`config.mk`:
```
export PLATFORM = sky130hd
export DESIGN_NAME = rgen_access_initiator
export DESIGN_NICKNAME = d
export VERILOG_FILES = /design/src/rtl/rgen_access_initiator.sv
export SDC_FILE = /design/constraint.sdc
export NUM_CORES = 1
export LEC_CHECK = 0
export ABC_AREA = 1
export CAP_MARGIN = 15
export CORE_MARGIN = 3
export CORE_UTILIZATION = 25
export CTS_CLUSTER_DIAMETER = 40
export DETAILED_ROUTE_END_ITERATION = 12
export SYNTH_ARGS = -nofsm -noshare
export SYNTH_HDL_FRONTEND = slang
export SYNTH_SLANG_ARGS = --single-unit
```
`constraint.sdc`:
```
create_clock -name i_clk -period 1.6 [get_ports i_clk]
set_input_delay 0.32 -clock i_clk [delete_from_list [all_inputs] [get_ports i_clk]]
set_output_delay 0.32 -clock i_clk [all_outputs]
set_load 0.05 [all_outputs]
```
`src/rtl/rgen_access_initiator.sv`:
```
// Host-side initiator for the register block's internal access bus: one command in,
// one single-cycle strobe to the decoders, one response with an OK/NO_HIT/MULTI_HIT status.
module rgen_access_initiator #(
    parameter int ADDRESS_WIDTH = 16,
    parameter int DATA_WIDTH    = 32,
    parameter int REGISTERS     = 4
) (
    input  logic                            i_clk,
    input  logic                            i_rst,
    input  logic                            i_command_valid,
    output logic                            o_command_ready,
    input  logic [ADDRESS_WIDTH-1:0]        i_command_address,
    input  logic                            i_command_write,
    input  logic [DATA_WIDTH-1:0]           i_command_write_data,
    output logic                            o_response_valid,
    input  logic                            i_response_ready,
    output logic [DATA_WIDTH-1:0]           o_response_read_data,
    output logic [1:0]                      o_response_status,
    output logic [ADDRESS_WIDTH-1:0]        o_address,
    output logic                            o_read,
    output logic                            o_write,
    output logic [DATA_WIDTH-1:0]           o_write_data,
    input  logic [REGISTERS-1:0]            i_select,
    input  logic [REGISTERS*DATA_WIDTH-1:0] i_read_data
);

    localparam logic [1:0] STATUS_OK        = 2'b00;
    localparam logic [1:0] STATUS_NO_HIT    = 2'b10;
    localparam logic [1:0] STATUS_MULTI_HIT = 2'b11;

    typedef enum logic [1:0] {IDLE, ACCESS, RESPONSE} state_t;

    state_t                   state_q;
    logic                     cmd_ready_q;
    logic                     read_q;
    logic                     write_q;
    logic [ADDRESS_WIDTH-1:0] address_q;
    logic [DATA_WIDTH-1:0]    wdata_q;
    logic                     resp_valid_q;
    logic [DATA_WIDTH-1:0]    resp_data_q;
    logic [1:0]               resp_status_q;

    logic                     any_hit;
    logic                     multi_hit;
    logic [DATA_WIDTH-1:0]    hit_data;
    logic [DATA_WIDTH-1:0]    resp_data_d;
    logic [1:0]               resp_status_d;

    // OR of selected words equals the selected word whenever exactly one decoder hits.
    always_comb begin
        any_hit   = 1'b0;
        multi_hit = 1'b0;
        hit_data  = '0;
        for (int k = 0; k < REGISTERS; k++) begin
            if (i_select[k]) begin
                multi_hit = multi_hit | any_hit;
                any_hit   = 1'b1;
                hit_data  = hit_data | i_read_data[k*DATA_WIDTH +: DATA_WIDTH];
            end
        end
        resp_data_d   = '0;
        resp_status_d = STATUS_OK;
        if (!any_hit) begin
            resp_status_d = STATUS_NO_HIT;
        end else if (multi_hit) begin
            resp_status_d = STATUS_MULTI_HIT;
        end else if (!write_q) begin
            resp_data_d = hit_data;
        end
    end

    always_ff @(posedge i_clk) begin
        if (i_rst) begin
            state_q       <= IDLE;
            cmd_ready_q   <= 1'b1;
            read_q        <= 1'b0;
            write_q       <= 1'b0;
            address_q     <= '0;
            wdata_q       <= '0;
            resp_valid_q  <= 1'b0;
            resp_data_q   <= '0;
            resp_status_q <= '0;
        end else begin
            case (state_q)
                IDLE: begin
                    if (i_command_valid && cmd_ready_q) begin
                        address_q   <= i_command_address;
                        wdata_q     <= i_command_write_data;
                        read_q      <= !i_command_write;
                        write_q     <= i_command_write;
                        cmd_ready_q <= 1'b0;
                        state_q     <= ACCESS;
                    end
                end
                ACCESS: begin
                    // Decoders are combinational, so their answer is sampled in the strobe cycle.
                    read_q        <= 1'b0;
                    write_q       <= 1'b0;
                    resp_valid_q  <= 1'b1;
                    resp_data_q   <= resp_data_d;
                    resp_status_q <= resp_status_d;
                    state_q       <= RESPONSE;
                end
                RESPONSE: begin
                    if (i_response_ready) begin
                        resp_valid_q  <= 1'b0;
                        resp_data_q   <= '0;
                        resp_status_q <= '0;
                        cmd_ready_q   <= 1'b1;
                        state_q       <= IDLE;
                    end
                end
                default: begin
                    state_q     <= IDLE;
                    cmd_ready_q <= 1'b1;
                end
            endcase
        end
    end

    assign o_command_ready      = cmd_ready_q;
    assign o_response_valid     = resp_valid_q;
    assign o_response_read_data = resp_data_q;
    assign o_response_status    = resp_status_q;
    assign o_address            = address_q;
    assign o_read               = read_q;
    assign o_write              = write_q;
    assign o_write_data         = wdata_q;

endmodule

```
After elaboration in Yosys (flattened, before gate mapping)
Index checks and enable logic that the tools add are counted.
{"block": "totals", "ff_bits": 88, "input_bits": 185, "output_inout_bits": 86}
{"block": "classes", "n_eq_ne": 4, "mux": 31, "bitwise": 6, "n_reduce_logical": 10}
{"cell": "$mux 32", "n": 8}
{"cell": "$or 32x32->32", "n": 3}
{"cell": "$pmux 32 s2", "n": 1}
{"cell": "$mux 1", "n": 12}
{"cell": "$mux 2", "n": 4}
{"cell": "$reduce_and 2->1", "n": 4}
{"cell": "$pmux 1 s2", "n": 3}
{"cell": "$pmux 2 s3", "n": 1}
{"cell": "$ne 2x2->1 const B", "n": 2}
{"cell": "$pmux 2 s2", "n": 1}
{"cell": "$reduce_bool 2->1", "n": 2}
{"cell": "$pmux 1 s3", "n": 1}
{"cell": "$reduce_and 3->1", "n": 1}
{"cell": "$eq 2x1->1 const B", "n": 1}
{"cell": "$eq 2x2->1 const B", "n": 1}
{"cell": "$logic_not 2->1", "n": 1}
{"cell": "$or 1x1->1", "n": 2}
{"cell": "$logic_and 1x1->1", "n": 1}
{"cell": "$logic_not 1->1", "n": 1}
{"cell": "$not 1->1", "n": 1}

Longest topological paths before layout
Gate-level depths: netlist (run 1).
{"block": "depth", "depth_word": 11, "depth_mapped": 8, "depth_no_buf": 6}

Worst setup path after synthesis (run 1)
OpenSTA, ideal clock, no wires.
{"block": "synth_timing", "kind": "reg-to-reg", "startpoint": "register cmd_ready_q, in the netlist o_command_ready", "endpoint": "register address_q[14], in the netlist o_address[14]", "setup_ps": 65, "t_arrival_ps": 1509, "required_ps": 1535, "setup_slack_ps": 27, "stages_incl_launch_ff": 7, "n_path_buf": 2, "cell_sequence": "dfxtp_1 -> nand4_2 -> inv_1 -> buf_2 -> buf_2 -> nor2_1 -> nor2_1"}
{"block": "synth_via", "elab_chain_len": 2}
{"element": "start: declaration", "line": "34", "source": "logic cmd_ready_q;"}
{"element": "start signal: assignment", "line": "75", "source": "cmd_ready_q <= 1'b1;"}
{"element": "start signal: assignment", "line": "91", "source": "cmd_ready_q <= 1'b0;"}
{"element": "start signal: assignment", "line": "109", "source": "cmd_ready_q <= 1'b1;"}
{"element": "$logic_and 1x1->1", "line": "86", "source": "if (i_command_valid && cmd_ready_q) begin"}
{"element": "$reduce_and 2->1 (no source line)"}
{"element": "end signal: assignment", "line": "87", "source": "address_q <= i_command_address;"}
{"element": "end: declaration", "line": "37", "source": "logic [ADDRESS_WIDTH-1:0] address_q;"}
Every way passes these cells.
A chain may end at the register's enable or synchronous reset.

Worst setup path in the final report (run 1)
{"block": "layout_timing", "startpoint": "input port i_select[1]", "endpoint": "register resp_data_q[19], in the netlist o_response_read_data[19]"}
{"block": "layout_via", "elab_chain_len": 9, "elab_cells_between_ends": 17, "cone_classes": "13 x mux; 4 x bitwise"}
{"element": "start: declaration", "line": "23", "source": "input logic [REGISTERS-1:0] i_select,"}
{"element": "$mux 32", "line": "55", "source": "if (i_select[k]) begin"}
{"element": "$or 32x32->32", "line": "58", "source": "hit_data = hit_data | i_read_data[k*DATA_WIDTH +: DATA_WIDTH];"}
{"element": "$mux 32", "line": "55"}
{"element": "$or 32x32->32", "line": "58"}
{"element": "$mux 32", "line": "55"}
{"element": "$mux 32", "line": "67", "source": "end else if (!write_q) begin"}
{"element": "$mux 32", "line": "65", "source": "end else if (multi_hit) begin"}
{"element": "$mux 32 *", "line": "63", "source": "if (!any_hit) begin"}
{"element": "$pmux 32 s2 *", "line": "84", "source": "case (state_q)"}
{"element": "end signal: assignment", "line": "100", "source": "resp_data_q <= resp_data_d;"}
{"element": "end: declaration", "line": "40", "source": "logic [DATA_WIDTH-1:0] resp_data_q;"}
Every way passes the cells marked *; elsewhere a longest branch is shown, timed or not.

==> flow_summary.yaml, run 1 <==
yosys:
  synth_area_leaders: "dfxtp_1, nand2_1, nor2_1, o21ai_0, a21oi_1"
  ys_top_cells_by_count: "nand2_1, nor2_1, dfxtp_1"
  synth.largest_area_cell: "dfxtp_1"
  ys_seq_area_frac: 0.4173
  synthesis.nets: 864
  ys_types: 18
  netlist_area_um2: 4222
  yosysWarningCount: 0
  syn_inst: 679
  synthArstFlopShare: 0
  ys_ff_latch: 88
  synth_top_area_frac: 0.4173
  synth_ff_type: "dfxtp_1"
  synth_edf_count: 0
  synth_most_common_cell: "nand2_1"
  syn_area_per_cell_um2: 6.217
clock_tree:
  cts_buffers: 9
  path_clk_slew_ps: 60
  clock_sinks: 88
  cts_root_buf: "clkbuf_16"
  cts_tree: "done"
  htree_levels: 3
  insertion_delay_ps: 340
  cts_max_path_buffers: 2
timing:
  maxSlewViolCount: 0
  worst_slack_ps: 132.8
  finalCritPeriodShare: 0.9170
  period_needed_ps: 1467
  finalSetupViolations: 0
  skew_ps: 4.980
  worstMarginPinSlew_ps: 441.0
  fmax_ghz: 0.6816
  hold_violations: 0
  timing.slew.headroom: 0.7060
  rsz0062_at_grt: "false"
power:
  vdd_ir_drop_max_mv: 0.5193
  cellPowerDensity_nw_per_um2: 871.5
  leakagePower_nw: 3.300
critical_path:
  cp.arrival_ps: 1680
  critical_path_class: "in -> reg"
  end_kind: "flip-flop"
  start_kind: "input port"
  crit_fanout: 7
  worstPathRequired_ps: 1810
finish:
  area_growth_pct: 75.10
  fillers: 1693
  drive_above_1_share: 0.1453
  nNetsFinal: 1125
  instances_no_fill: 1159
  finish.utilization: 0.4554
  antenna_cells: 0
route:
  antenna_left: 0
  vias_per_cell: 4.308
  drtIter0Drc: 231
  drt-wirelength-per-cell_um: 14.45
  routed-via-count: 4993
  finalWirelength_um: 16750
  route.detailed.drc: 0
  dr.pass1.iters: 4
floorplanning:
  initial_core_util: 0.2601
  core-area_um2: 16230
  rows: 46
  fp.dieArea_um2: 18480
  num_io_pins: 271
  chipWidth_um: 135.9
  die_h_um: 135.9
global_routing:
  grt_pass1_wl_um: 25360
  overflow: 0
  grt_usage: 0.1755
  grt_max_degree: 48
  grt_pass1_vias: 4862
  grt_antenna_before_repair: 0
run_status:
  status: "complete, no violations"
place:
  place_ws_ps: -587.2
  hpwlAfterDp_um: 12610
  place_inst: 1140
  gp_congestion: 0.8000
  io_buffers: 270
job:
  cap_viol_max_count: 0
hold_path:
  min_path_type: "in -> reg"
==> kinds of logic (layout without fill, tap and decap cells) <==
logic type | count (synthesis) | after routing | share of synthesized area
and+or+nand+nor | 444 | 445 | 0.4120
AOI/OAI and AO/OA | 90 | 90 | 0.1076
DFF | 88 | 88 | 0.4173
buffers and inverters | 57 | 320 | 0.06313
==> where the power goes <==
group          leakage (nW)  switching, W  internal (W)
Sequential            0.721     0.0000882       0.00235
Clock                 0.130      0.000843       0.00107
Combinational          2.45       0.00119      0.000899
Total                  3.30       0.00212       0.00432
==> cell usage in the layout (no fill, tap or decap) <==
cell type / instances
nand2_1: 238
clkdlybuf4s50_1: 183
nor2_1: 163
buf_4: 98
dfxtp_1: 88
o21ai_0: 49
a21oi_1: 38
nand3_1: 37
buf_12: 14
inv_1: 9
clkbuf_16: 9
nor2_2: 3
clkinv_2: 3
nor2_4: 2
inv_2: 1
nand4_2: 1
o21ai_1: 1
a21oi_2: 1
o21ai_2: 1
or2_2: 1
clkinvlp_4: 1
clkbuf_8: 1
buf_2: 1
==> worst max-delay path: stages <==
cell	delay (ps)
clkdlybuf4s50_1	570
nor2_2	90
a21oi_2	320
nor2_4	90
buf_4	180
nand3_1	70
a21oi_1	60
==> flip-flops by register name, indices dropped and copies added, names as in the netlist <==
signal / count
o_command_ready: 1
o_write: 1
o_address: 16
o_response_read_data: 32
state_q: 2
o_response_status: 2
o_write_data: 32
o_read: 1
o_response_valid: 1
==> per-layer routing <==
| layer | wire length, µm | global-route usage | part of all wire |
|---|---|---|---|
| met2 | 8598 | 0.3142 | 0.51 |
| met5 | 0 | 0 | 0 |
| met3 | 1018 | 0.04885 | 0.061 |
| met4 | 150 | 0.03135 | 0.0090 |
| met1 | 6983 | 0.2121 | 0.42 |
==> timing repair <==
item,in CTS,in global routing
setup buffers,2,2
cloned,1,0
setup endpoints to repair,32,32
resized for setup,1,1
pin swaps,2,1
hold buffers,0,0
==> worst paths after layout <==
kind | start | cells past startpoint | endpoint | slack, ps
min | i_rst | 3 | o_command_ready | 290
max reg2reg | state_q[0] | 7 | o_response_read_data[31] | 170
max | i_select[1] | 7 | o_response_read_data[19] | 130
min reg2reg | o_response_read_data[13] | 2 | o_response_read_data[13] | 470
==> stage by stage <==
step / hold slack [ps] / setup TNS [ps] / area, µm² / total power (W)
finish: 294.6 / 0 / 7392 / 0.006442
global route: 313.0 / 0 / 7392 / 0.006776
CTS: 283.7 / 0 / 7361 / 0.006526
detailed placement: 457.1 / -19270 / 7061 / 0.004566
global placement: 454.9 / -16940 / 7061 / 0.004558
floorplan: 486.7 / 0 / 4222 / 0.003622
==> layout make-up <==
cell class	count	area [µm²]	share of cell area
Clock buffer	10	239.0	0.03233
Inverter	10	37.54	0.005078
Multi-Input combinational cell	535	2208	0.2987
Tap cell	216	270.3	0.03656
Timing Repair Buffer	296	2853	0.3859
Sequential cell	88	1762	0.2383
Clock inverter	4	22.52	0.003047
Power figures use the tool's default switching activity.
==> run 2: changes to the inputs <==
Settings changed: CORE_UTILIZATION 25 to 37, PLACE_DENSITY from default to 0.82.
==> run 2 against run 1 <==
Compared with the run above:
- clock skew grew 0.61 ps
- first-iteration DRC count grew 13%
- global-route usage grew 5.1 points
- non-clock buffer count grew 4
- critical path depth is the same
- hold slack gained 170 ps
- sequential cell count is the same
- register-to-register slack gained 50 ps
- utilization grew 21 points
- largest cell class unchanged
- largest power group unchanged
- highest routed layer unchanged
==> flow_summary.yaml, run 2 (same netlist as run 1, synthesis figures left out) <==
timing:
  tns_ps: 0
  timing.slew.headroom: 0.7733
  hold_violations: 0
  period_needed_ps: 1505
  skew_ps: 5.594
  worst_slack_ps: 94.90
  rsz0062_at_grt: "true"
  worstMarginPinSlew_ps: 340.1
  fmax_ghz: 0.6644
  finalSetupViolations: 0
  hold_ws_ps: 462.0
  maxSlewViolCount: 0
  finalCritPeriodShare: 0.9407
global_routing:
  grt_usage: 0.2263
  grt_antenna_before_repair: 0
  grt_max_degree: 51
  grt_pass1_wl_um: 23350
  grt_pass1_vias: 4700
  overflow: 0
hold_path:
  hp-start: "o_response_read_data[10]"
  hold_depth: 2
  min_path_type: "reg -> reg"
  hold_path_end: "o_response_read_data[10]"
critical_path:
  crit_fanout: 12
  r2r-end: "o_response_read_data[15]"
  worstPathRequired_ps: 1810
  rrSetupSlack_ps: 220
  reg2reg_depth: 7
  end_kind: "flip-flop"
  r2r_start: "state_q[0]"
  slowest_delay_ps: 590
  cp_slowest_cell: "clkdlybuf4s50_1"
  critical_path_class: "in -> reg"
  path_delay_family: "buffers and inverters"
  start_kind: "input port"
  crit_buf_inv: 2
  cp.arrival_ps: 1710
  worstPathCellList: "clkdlybuf4s50_1, nor2_2, a21oi_2, nor2_4, buf_12, nand3_1, a21oi_1"
finish:
  area_growth_pct: 73.59
  final_cell_mix: "nand2_1, clkdlybuf4s50_1, nor2_1, buf_4, dfxtp_1"
  fillers: 987
  antenna_cells: 0
  design_area_um2: 7328
  final_common_cell: "nand2_1"
  drive_above_1_share: 0.1496
  nNetsFinal: 1129
clock_tree:
  cts_root_buf: "clkbuf_16"
  clock_sinks: 88
  cts_tree: "done"
  cts_hold_buf: 0
  cts_buffers: 9
  htree_levels: 3
  cts_max_path_buffers: 2
  path_clk_slew_ps: 60
  insertion_delay_ps: 330
power:
  cellPowerDensity_nw_per_um2: 890.1
  total_power_w: 0.006523
  leakagePower_nw: 3.318
  vdd_ir_drop_max_mv: 0.7863
place:
  gp_congestion: 0.8714
  io_buffers: 270
  place_ws_ps: -560.8
  hpwlAfterDp_um: 11630
  placed_area_um2: 6970
route:
  finalWirelength_um: 15200
  vias_per_cell: 4.692
  route.detailed.drc: 0
  drtIter0Drc: 260
  routed-via-count: 5110
  drt-wirelength-per-cell_um: 13.96
  antenna_left: 0
  dr.pass1.iters: 6
floorplanning:
  rows: 38
  core-area_um2: 10980
  chipWidth_um: 112.8
  die_h_um: 112.8
  num_io_pins: 271
  initial_core_util: 0.3844
  fp.dieArea_um2: 12730
job:
  cap_viol_max_count: 0
run_status:
  status: "complete, no violations"
run 2: changes by cell type in the layout (fill, tap and decap cells not counted), sizes merged:
cell,previous run,this run
clkdlybuf4s50,183,184
inv,10,13
clkinv,3,0
buf,113,116
clkinvlp,1,3
run 2: cell type report:
class	count	area [µm²]	share of cell area
Clock buffer	10	239.0	0.03261
Tap cell	140	175.2	0.02390
Timing Repair Buffer	300	2858	0.3900
Clock inverter	6	48.80	0.006659
Sequential cell	88	1762	0.2404
Inverter	10	37.54	0.005122
Multi-Input combinational cell	535	2208	0.3013
run 2: metrics by stage:
stage	util	cells
after floorplan	-	679
after CTS	0.6666	1089
after detailed placement	0.6347	1069
after global placement	0.6347	1069
after global routing	0.6672	1089
final	0.6672	1089
run 2: worst max-delay path by stage:
stage                         start                       end  slack, ps  cells after the start
finish                  i_select[0]   o_response_read_data[7]         90                      7
global placement        i_select[0]  o_response_read_data[19]       -450                      6
detailed placement      i_select[0]   o_response_read_data[7]       -560                      6
CTS                     i_select[0]   o_response_read_data[0]        100                      8
floorplan           o_command_ready             o_address[14]         30                      6
global route            i_select[0]  o_response_read_data[20]         -2                      7
run 2: routing by layer:
layer / vias to the layer above / wire length, µm / GRT usage
li1: 2651 / - / -
met1: 2252 / 6201 / 0.2701
met2: 190 / 7695 / 0.4056
met3: 17 / 1028 / 0.04973
met4: 0 / 276 / 0.06731
met5: - / 0 / 0
run 2: worst min-delay path: stages, from the launching register on:
cell,delay (ps)
dfxtp_1,310
nand2_1,60
a21oi_1,50
run 2: repair_timing:
| item | in CTS | in global routing |
|---|---|---|
| setup buffers | 3 | 0 |
| endpoints found under the setup margin | 32 | 4 |
| pin swaps | 2 | 0 |
| gates cloned | 1 | 0 |
| resized for setup | 2 | 2 |
| endpoints found under the hold margin | 0 | 0 |
run 2: where the power goes:
group          internal [W]  switching [W]
combinational      0.000902        0.00119
sequential          0.00235      0.0000828
clock               0.00111       0.000886
